### src/rtl/hazard_ctrl.sv
// Load-use / branch-flush / memory-wait hazard sequencer with a saturating stall counter.
// Controls respond in the same cycle; state, cnt, ret_state and stall_count are registered.
module hazard_ctrl #(
  parameter int REG_W      = 5,
  parameter int LU_STALL   = 1,
  parameter int BR_PENALTY = 2,
  parameter int CNT_W      = 2
) (
  input  logic             clk,
  input  logic             rst,
  input  logic             IDEX_MemRead,
  input  logic [REG_W-1:0] IDEX_Rt,
  input  logic [REG_W-1:0] IFID_Rs,
  input  logic [REG_W-1:0] IFID_Rt,
  input  logic             EX_BranchTaken,
  input  logic             dmem_busy,
  output logic             PC_Write,
  output logic             IFID_Write,
  output logic             IDEX_Bubble,
  output logic             IFID_Flush,
  output logic             IDEX_Flush,
  output logic             Pipe_Freeze,
  output logic [1:0]       state,
  output logic [15:0]      stall_count
);

  typedef enum logic [1:0] {
    RUN        = 2'd0,
    LOAD_STALL = 2'd1,
    FLUSH      = 2'd2,
    MEM_WAIT   = 2'd3
  } state_t;

  localparam logic [CNT_W-1:0] LU_INIT = CNT_W'(LU_STALL - 1);
  localparam logic [CNT_W-1:0] BR_INIT = CNT_W'(BR_PENALTY - 1);
  localparam logic [CNT_W-1:0] CNT_ONE = CNT_W'(1);

  state_t           cur, nxt, ret, ret_nxt, eff;
  logic [CNT_W-1:0] cnt, cnt_nxt;
  logic             lu;

  assign lu = IDEX_MemRead && (IDEX_Rt != '0) &&
              ((IDEX_Rt == IFID_Rs) || (IDEX_Rt == IFID_Rt));

  always_comb begin
    PC_Write    = 1'b1;
    IFID_Write  = 1'b1;
    IDEX_Bubble = 1'b0;
    IFID_Flush  = 1'b0;
    IDEX_Flush  = 1'b0;
    Pipe_Freeze = 1'b0;
    nxt         = cur;
    cnt_nxt     = cnt;
    ret_nxt     = ret;
    // Leaving MEM_WAIT behaves exactly like the interrupted state, so held hazards resume.
    eff         = (cur == MEM_WAIT && !dmem_busy) ? ret : cur;

    if (!rst) begin
      if (dmem_busy) begin
        Pipe_Freeze = 1'b1;
        PC_Write    = 1'b0;
        IFID_Write  = 1'b0;
        nxt         = MEM_WAIT;
        if (cur != MEM_WAIT) ret_nxt = cur;
      end else begin
        nxt = eff;
        case (eff)
          RUN: begin
            if (EX_BranchTaken) begin
              IFID_Flush = 1'b1;
              IDEX_Flush = 1'b1;
              if (BR_PENALTY > 1) begin
                cnt_nxt = BR_INIT;
                nxt     = FLUSH;
              end
            end else if (lu) begin
              PC_Write    = 1'b0;
              IFID_Write  = 1'b0;
              IDEX_Bubble = 1'b1;
              if (LU_STALL > 1) begin
                cnt_nxt = LU_INIT;
                nxt     = LOAD_STALL;
              end
            end
          end
          LOAD_STALL: begin
            PC_Write    = 1'b0;
            IFID_Write  = 1'b0;
            IDEX_Bubble = 1'b1;
            cnt_nxt     = cnt - CNT_ONE;
            if (cnt == CNT_ONE) nxt = RUN;
          end
          FLUSH: begin
            IFID_Flush = 1'b1;
            IDEX_Flush = 1'b1;
            cnt_nxt    = cnt - CNT_ONE;
            if (cnt == CNT_ONE) nxt = RUN;
          end
          default: nxt = RUN;
        endcase
      end
    end
  end

  always_ff @(posedge clk) begin
    if (rst) begin
      cur         <= RUN;
      cnt         <= '0;
      ret         <= RUN;
      stall_count <= '0;
    end else begin
      cur <= nxt;
      cnt <= cnt_nxt;
      ret <= ret_nxt;
      if (!PC_Write && stall_count != 16'hFFFF) stall_count <= stall_count + 16'd1;
    end
  end

  assign state = cur;

endmodule

### config.mk
export PLATFORM = sky130hd
export DESIGN_NAME = hazard_ctrl
export DESIGN_NICKNAME = d
export VERILOG_FILES = /design/src/rtl/hazard_ctrl.sv
export SDC_FILE = /design/constraint.sdc
export NUM_CORES = 1
export LEC_CHECK = 0
export ABC_CLOCK_PERIOD_IN_PS = 3300
export CORE_UTILIZATION = 46
export DETAILED_ROUTE_END_ITERATION = 12
export GPL_TIMING_DRIVEN = 1
export PLACE_DENSITY = 0.79
export SLEW_MARGIN = 40
export SYNTH_ARGS = -nofsm -noshare
export SYNTH_HDL_FRONTEND = slang
export SYNTH_SLANG_ARGS = --single-unit
### constraint.sdc
create_clock -name clk -period 3.3 [get_ports clk]
set_input_delay 0.33 -clock clk [delete_from_list [all_inputs] [get_ports clk]]
set_output_delay 0.33 -clock clk [all_outputs]
set_load 0.03 [all_outputs]
## After elaboration in Yosys (flattened, before gate mapping)

Cells that the tools add are included.

- Output and inout bits: 24
- Word-level logic and storage cells: 52
- Register bits after elaboration: 22
- ROM bits: 0
- Bits in latches: 0
- Memories: 0
- Bits in writable memories: 0

- Multipliers: 0
- Bitwise gates (word level): 1
- Shift-type cells: 0
- Eq/ne operators: 9
- Reductions and logical operators: 13
- Add/subtract/negate cells: 2
- Order comparisons: 0
- Divide/modulo/power cells: 0
- Mux-type cells: 23

Operators by type and width:

| kind | count |
|---|---|
| 16-bit by 1-bit adder with 16-bit output (second input constant) | 1 |
| 16-bit inequality test (second input constant) | 1 |
| 1-bit two-way mux | 13 |
| 5-bit == test | 2 |
| 2-bit two-way mux | 5 |
| 2-bit case mux with 2 select lines | 2 |
| 1-bit case mux with 2 select lines | 3 |
| 5-bit nonzero test | 1 |
| 2-bit by 1-bit == test with 1-bit output (second input constant) | 2 |
| 2-bit == test (second input constant) | 2 |
| 1-bit logical AND | 4 |
| 2-bit inequality test (second input constant) | 2 |
| 3-bit AND reduction | 1 |
| 1-bit logical NOT | 2 |
| 2-bit logical NOT | 1 |
| 2-bit AND reduction | 1 |
| 2-bit nonzero test | 1 |
| 2-bit OR reduction | 1 |
| 2-bit by 1-bit subtractor with 2-bit output (second input constant) | 1 |
| 1-bit logical OR | 1 |
| 1-bit inverter | 1 |

## Logic depth before layout (Yosys ltp)

Gate-level depths: netlist of run 1.

- Depth in word-level cells: 10
- Depth in mapped cells: 13
- Depth with buffers taken out: 10

## Worst setup path after synthesis of run 1

Ideal clock, no wire load.

- Kind: flip-flop to output port
- Start point: reg cur[1], in the netlist state[1]
- End point: out IFID_Flush
- Required time: 2970 ps
- Arrival: 2631 ps
- Buffers on the path: 1
- Cell stages (with the launch flop): 7
- Slack: 339 ps
- Path through: dfxtp_1 > inv_1 > o31ai_1 > ha_1 > a21oi_1 > nor4_1 > buf_4

- Longest elaborated chain between the ends: 7
- Elaborated cells on any way between the ends: 8
- Those cells by class: eq/ne (2); mux (4); reduce/logical (2)

Ends and longest elaborated chain:

| element | line | RTL |
|---|---|---|
| start: declaration | 38 | `state_t cur, nxt, ret, ret_nxt, eff;` |
| start signal: assignment | 112 | `cur <= nxt;` |
| 2-bit == test | 56 | `eff = (cur == MEM_WAIT && !dmem_busy) ? ret : cur;` |
| 1-bit logical AND | 56 |  |
| 2-bit two-way mux (*) | 56 |  |
| 2-bit == test or 2-bit logical NOT (tied branches) | -- |  |
| 1-bit case mux with 2 select lines (*) | -- |  |
| 1-bit two-way mux (*) (2 in series) | -- |  |
| end: declaration | 20 | `output logic IFID_Flush,` |

Mark *: on every way between the ends. The rest lies on a longest branch, timed or not.

## Final worst setup path of run 1

- Start point: in dmem_busy
- End point: out PC_Write

- Longest elaborated chain between the ends: 7
- Elaborated cells on any way between the ends: 8
- Those cells by class: eq/ne (1); mux (4); reduce/logical (3)

Ends and longest elaborated chain:

| element | line | RTL |
|---|---|---|
| start: declaration | 16 | `input logic dmem_busy,` |
| 1-bit logical NOT | 56 |  |
| 1-bit logical AND | 56 |  |
| 2-bit two-way mux | 56 |  |
| 2-bit by 1-bit == test with 1-bit output or 2-bit logical NOT (tied branches) | 67 | `case (eff)` |
| 1-bit case mux with 2 select lines | 67 |  |
| 1-bit two-way mux (*) | 59 | `if (dmem_busy) begin` |
| 1-bit two-way mux (*) | 58 | `if (!rst) begin` |
| end: declaration | 17 | `output logic PC_Write,` |

Marked as above.

==> results.md, run 1 <==
* Run status: finished with violations
* Violated checks: DRC
* End of the worst register-to-register path: stall_count[9]
* Via Count at roughly 1400
* Destination of the worst hold path: cnt[0]
* Fraction of registers with async set/reset at 0
* Antenna diode count at 0
* Number of buffers between clock root and the deepest sink at 2
* Core Box Area at roughly 2800 um^2
* Final period util at 0.934
* Clock tree from TritonCTS: built
* Number of violations of the max-capacitance limit at 0
* DRC marker count from the first detailed-route iteration at 52
* Leakage power at 0.000674 uW
* Drt total wl at around 3.2 mm
* Peak supply drop at ~0.00025 V
* Number of instances in the synthesized netlist at 168
* DRC at 4
* Floorplan die height at between 50 and 60 um
* Flop2flop setup slack at 840 ps
* Number of flops mapped to enable cells by yosys at 0
* Mean area per synthesized cell at roughly 8.3 um^2
* Pwr per Cell Area at 336 nW/um^2
* Final setup TNS at 0 ps
* Die boundary width at 57.0 um
* TritonRoute pass-1 iters at 10
* Sequential-to-total area share from yosys stat at 0.316
* Worst hold path class: reg -> reg
* GRT Overall Usage at 0.211
* Ratio of cells with drive above 1 in the final layout at 0.0853
* Clk_lat worst skew at ~300 ps
* CTS Hold Buffers Added at 0
* Pin slew with the least headroom to its limit at 585 ps
* Pre-CTS worst setup slack at 158 ps
* Element type at the critical path end: primary output
* Std-Cell Rows at 19
* Count of final setup violators at 0
* H-tree level count at 1
* Total clock sinks at 22
* Largest net degree at the start of global routing at 27
* Global-route wire length before repair at 5.57 mm
* Startpoint types: input port
* Number of unique standard cell types used by synthesis at 40
* Final worst setup slack at 219 ps
* CTS root buf: clkbuf_4
* Inserted Clock Buffers at 3
* Critical setup path kind: in -> out
* Post-route ant nets at 0
* Fin Clk Skew at approximately 3.3 ps
* Number of nets in the final layout at 238
* Signal arrival time at the worst endpoint at 2750 ps
* Estimated wirelength of the detail-placed design at 2.56 mm
* Initial Util at 0.497
* Clock transition time at the flip-flop clock pins of the worst setup and hold paths at 120 ps
* Unrepaired setup endpoints after global routing: false
* Synth Cell Area at 1390 um^2
* Hold Crit Depth at 1
* Routed wirelength normalized by instance count at 13.4 um
* Post-synthesis register bit count at 22
* Required time worst endpoint at approximately 3000 ps
* Vias in the first global route at between 1000 and 1500
* Overall power consumption at 631 uW
* Antenna violations before repair at 0
* Yosys warning total at 0
* GR Overflow Total at 0
* Number of top-level pins at 44
* Logic depth of the worst register-to-register path at 9
* Post-DR vias/cell at 5.77
* Worst hold start: cnt[0]
* Minimum clock period at 3080 ps
* Worst slew slack as a fraction of its limit at 0.607
* Worst reg2reg startpoint: state[1]
* Port Buffer Count at 43
* Post-synth net total at 194
* Final hold viol count at 0
* Number of pins exceeding their max-slew limit in the final report at 0
* Filler cells at between 200 and 300
* Main flop type after synthesis: dfxtp_1
* Die Outline Area at 3250 um^2
* Synth-to-layout area growth at 34.8%
* Placer Congestion at 0.859
* Crit Path Max Fanout at 4
* Max Fclk at around 320 MHz
* Share of the core filled with cells at 0.670
## sequential cells by signal, indices dropped and copies added, names as in the netlist
register / cells
ret: 2
stall_count: 16
state: 2
cnt: 2
## logic make-up (layout without fill, tap and decap cells)
logic type / count (synthesis) / count (layout) / share of synthesized area
fa+ha+maj: 6 / 6 / 0.0539
buf+inv: 17 / 60 / 0.0682
simple gates: 69 / 69 / 0.267
compound gates: 42 / 42 / 0.219
flops: 22 / 22 / 0.316
xor+xnor: 11 / 11 / 0.0691
mux: 1 / 1 / 0.00718
## through the flow
| stage | hold WS, ps | instances | cell area [um^2] |
|---|---|---|---|
| 6_report | 498 | 242 | 1880 |
| 3_5_place_dp | 471 | 238 | 1840 |
| 3_3_place_gp | 457 | 238 | 1840 |
| 2_1_floorplan | 444 | 168 | 1390 |
| 4_1_cts | 491 | 242 | 1870 |
| 5_1_grt | 537 | 242 | 1880 |
## synth_stat cells (all sizes together), types with 2 or more instances
library cell,count,area share
dfxtp,22,0.32
a21oi,16,0.063
nor2,16,0.043
xor2,11,0.069
inv,8,0.022
nor3,8,0.029
o21ai,8,0.029
or3,8,0.036
nand2,7,0.019
nand3,7,0.025
o31ai,7,0.038
ha,6,0.054
or4,6,0.035
clkbuf,5,0.013
nor2b,5,0.022
buf,4,0.033
nand4,3,0.013
a211oi,2,0.011
a31o,2,0.019
a31oi,2,0.0090
nand2b,2,0.0090
or2,2,0.0090
## critical path: stages
cell and delay, ps:
clkdlybuf4s50_1 510, nor2_1 50, a21oi_1 180, inv_1 90, ha_1 230, and2b_1 220
o211ai_4 120, o21ai_0 190, nand2b_1 150, clkdlybuf4s50_1 680
## worst max path at each step
stage	start	end	slack (ps)	depth (start not counted)
finish	dmem_busy	PC_Write	220	10
global route	state[1]	PC_Write	6	9
global placement	dmem_busy	IDEX_Bubble	260	9
floorplan	state[1]	IFID_Flush	340	6
CTS	dmem_busy	IFID_Write	150	9
detailed placement	dmem_busy	IFID_Write	160	9
## where the power goes
part | internal [uW] | switching (uW) | leakage, uW
clock | 67.3 | 79.9 | 0.0000210
combinational | 89.9 | 105 | 0.000474
sequential | 278 | 11.3 | 0.000179
total | 435 | 196 | 0.000674
## per-layer routing
metal / global-route usage / vias to the layer above / routed length, um
met4: 0.105 / 0 / 75
met5: 0 / - / 0
met2: 0.370 / 50 / 1590
met1: 0.239 / 648 / 1380
li1: - / 689 / -
met3: 0.0522 / 10 / 205
## timing repair
item | 4_1_cts | 5_1_grt
resized for setup | 0 | 2
setup endpoints to repair | 0 | 3
setup buffers | 0 | 0
## layout by cell type, fill, tap and decap left out, types with 2 or more instances in the layout
master	count
dfxtp_1	22
a21oi_1	14
nand2_1	7
or3_1	8
nand4_1	3
inv_1	8
o21ai_1	7
ha_1	6
nor3_1	8
nor2_1	16
nor2b_1	5
clkdlybuf4s50_1	42
clkbuf_4	3
or4_1	5
buf_4	5
nand3_1	7
xor2_1	11
nand2b_1	2
a211oi_1	2
a31oi_1	2
a21oi_2	2
o31ai_1	6
## final cells by class
class                      instances  area, um^2  area share
inverter                           8        30.0      0.0160
tap                               31        38.8      0.0206
multi-input combinational        129         863       0.459
sequential                        22         440       0.234
clock buffer                       4        36.3      0.0193
timing repair buffer              48         470       0.250
Note: power is estimated with default switching activity, not from simulation.
==> inputs of run 2 (changes only) <==
--- a/config.mk
+++ b/config.mk
@@ -10,6 +10,7 @@
 export DETAILED_ROUTE_END_ITERATION = 12
 export GPL_TIMING_DRIVEN = 1
 export PLACE_DENSITY = 0.79
+export SKIP_LAST_GASP = 1
 export SLEW_MARGIN = 40
 export SYNTH_ARGS = -nofsm -noshare
 export SYNTH_HDL_FRONTEND = slang
==> results of run 2 <==
Final layout, timing and power as in run 1 (identical DEF).
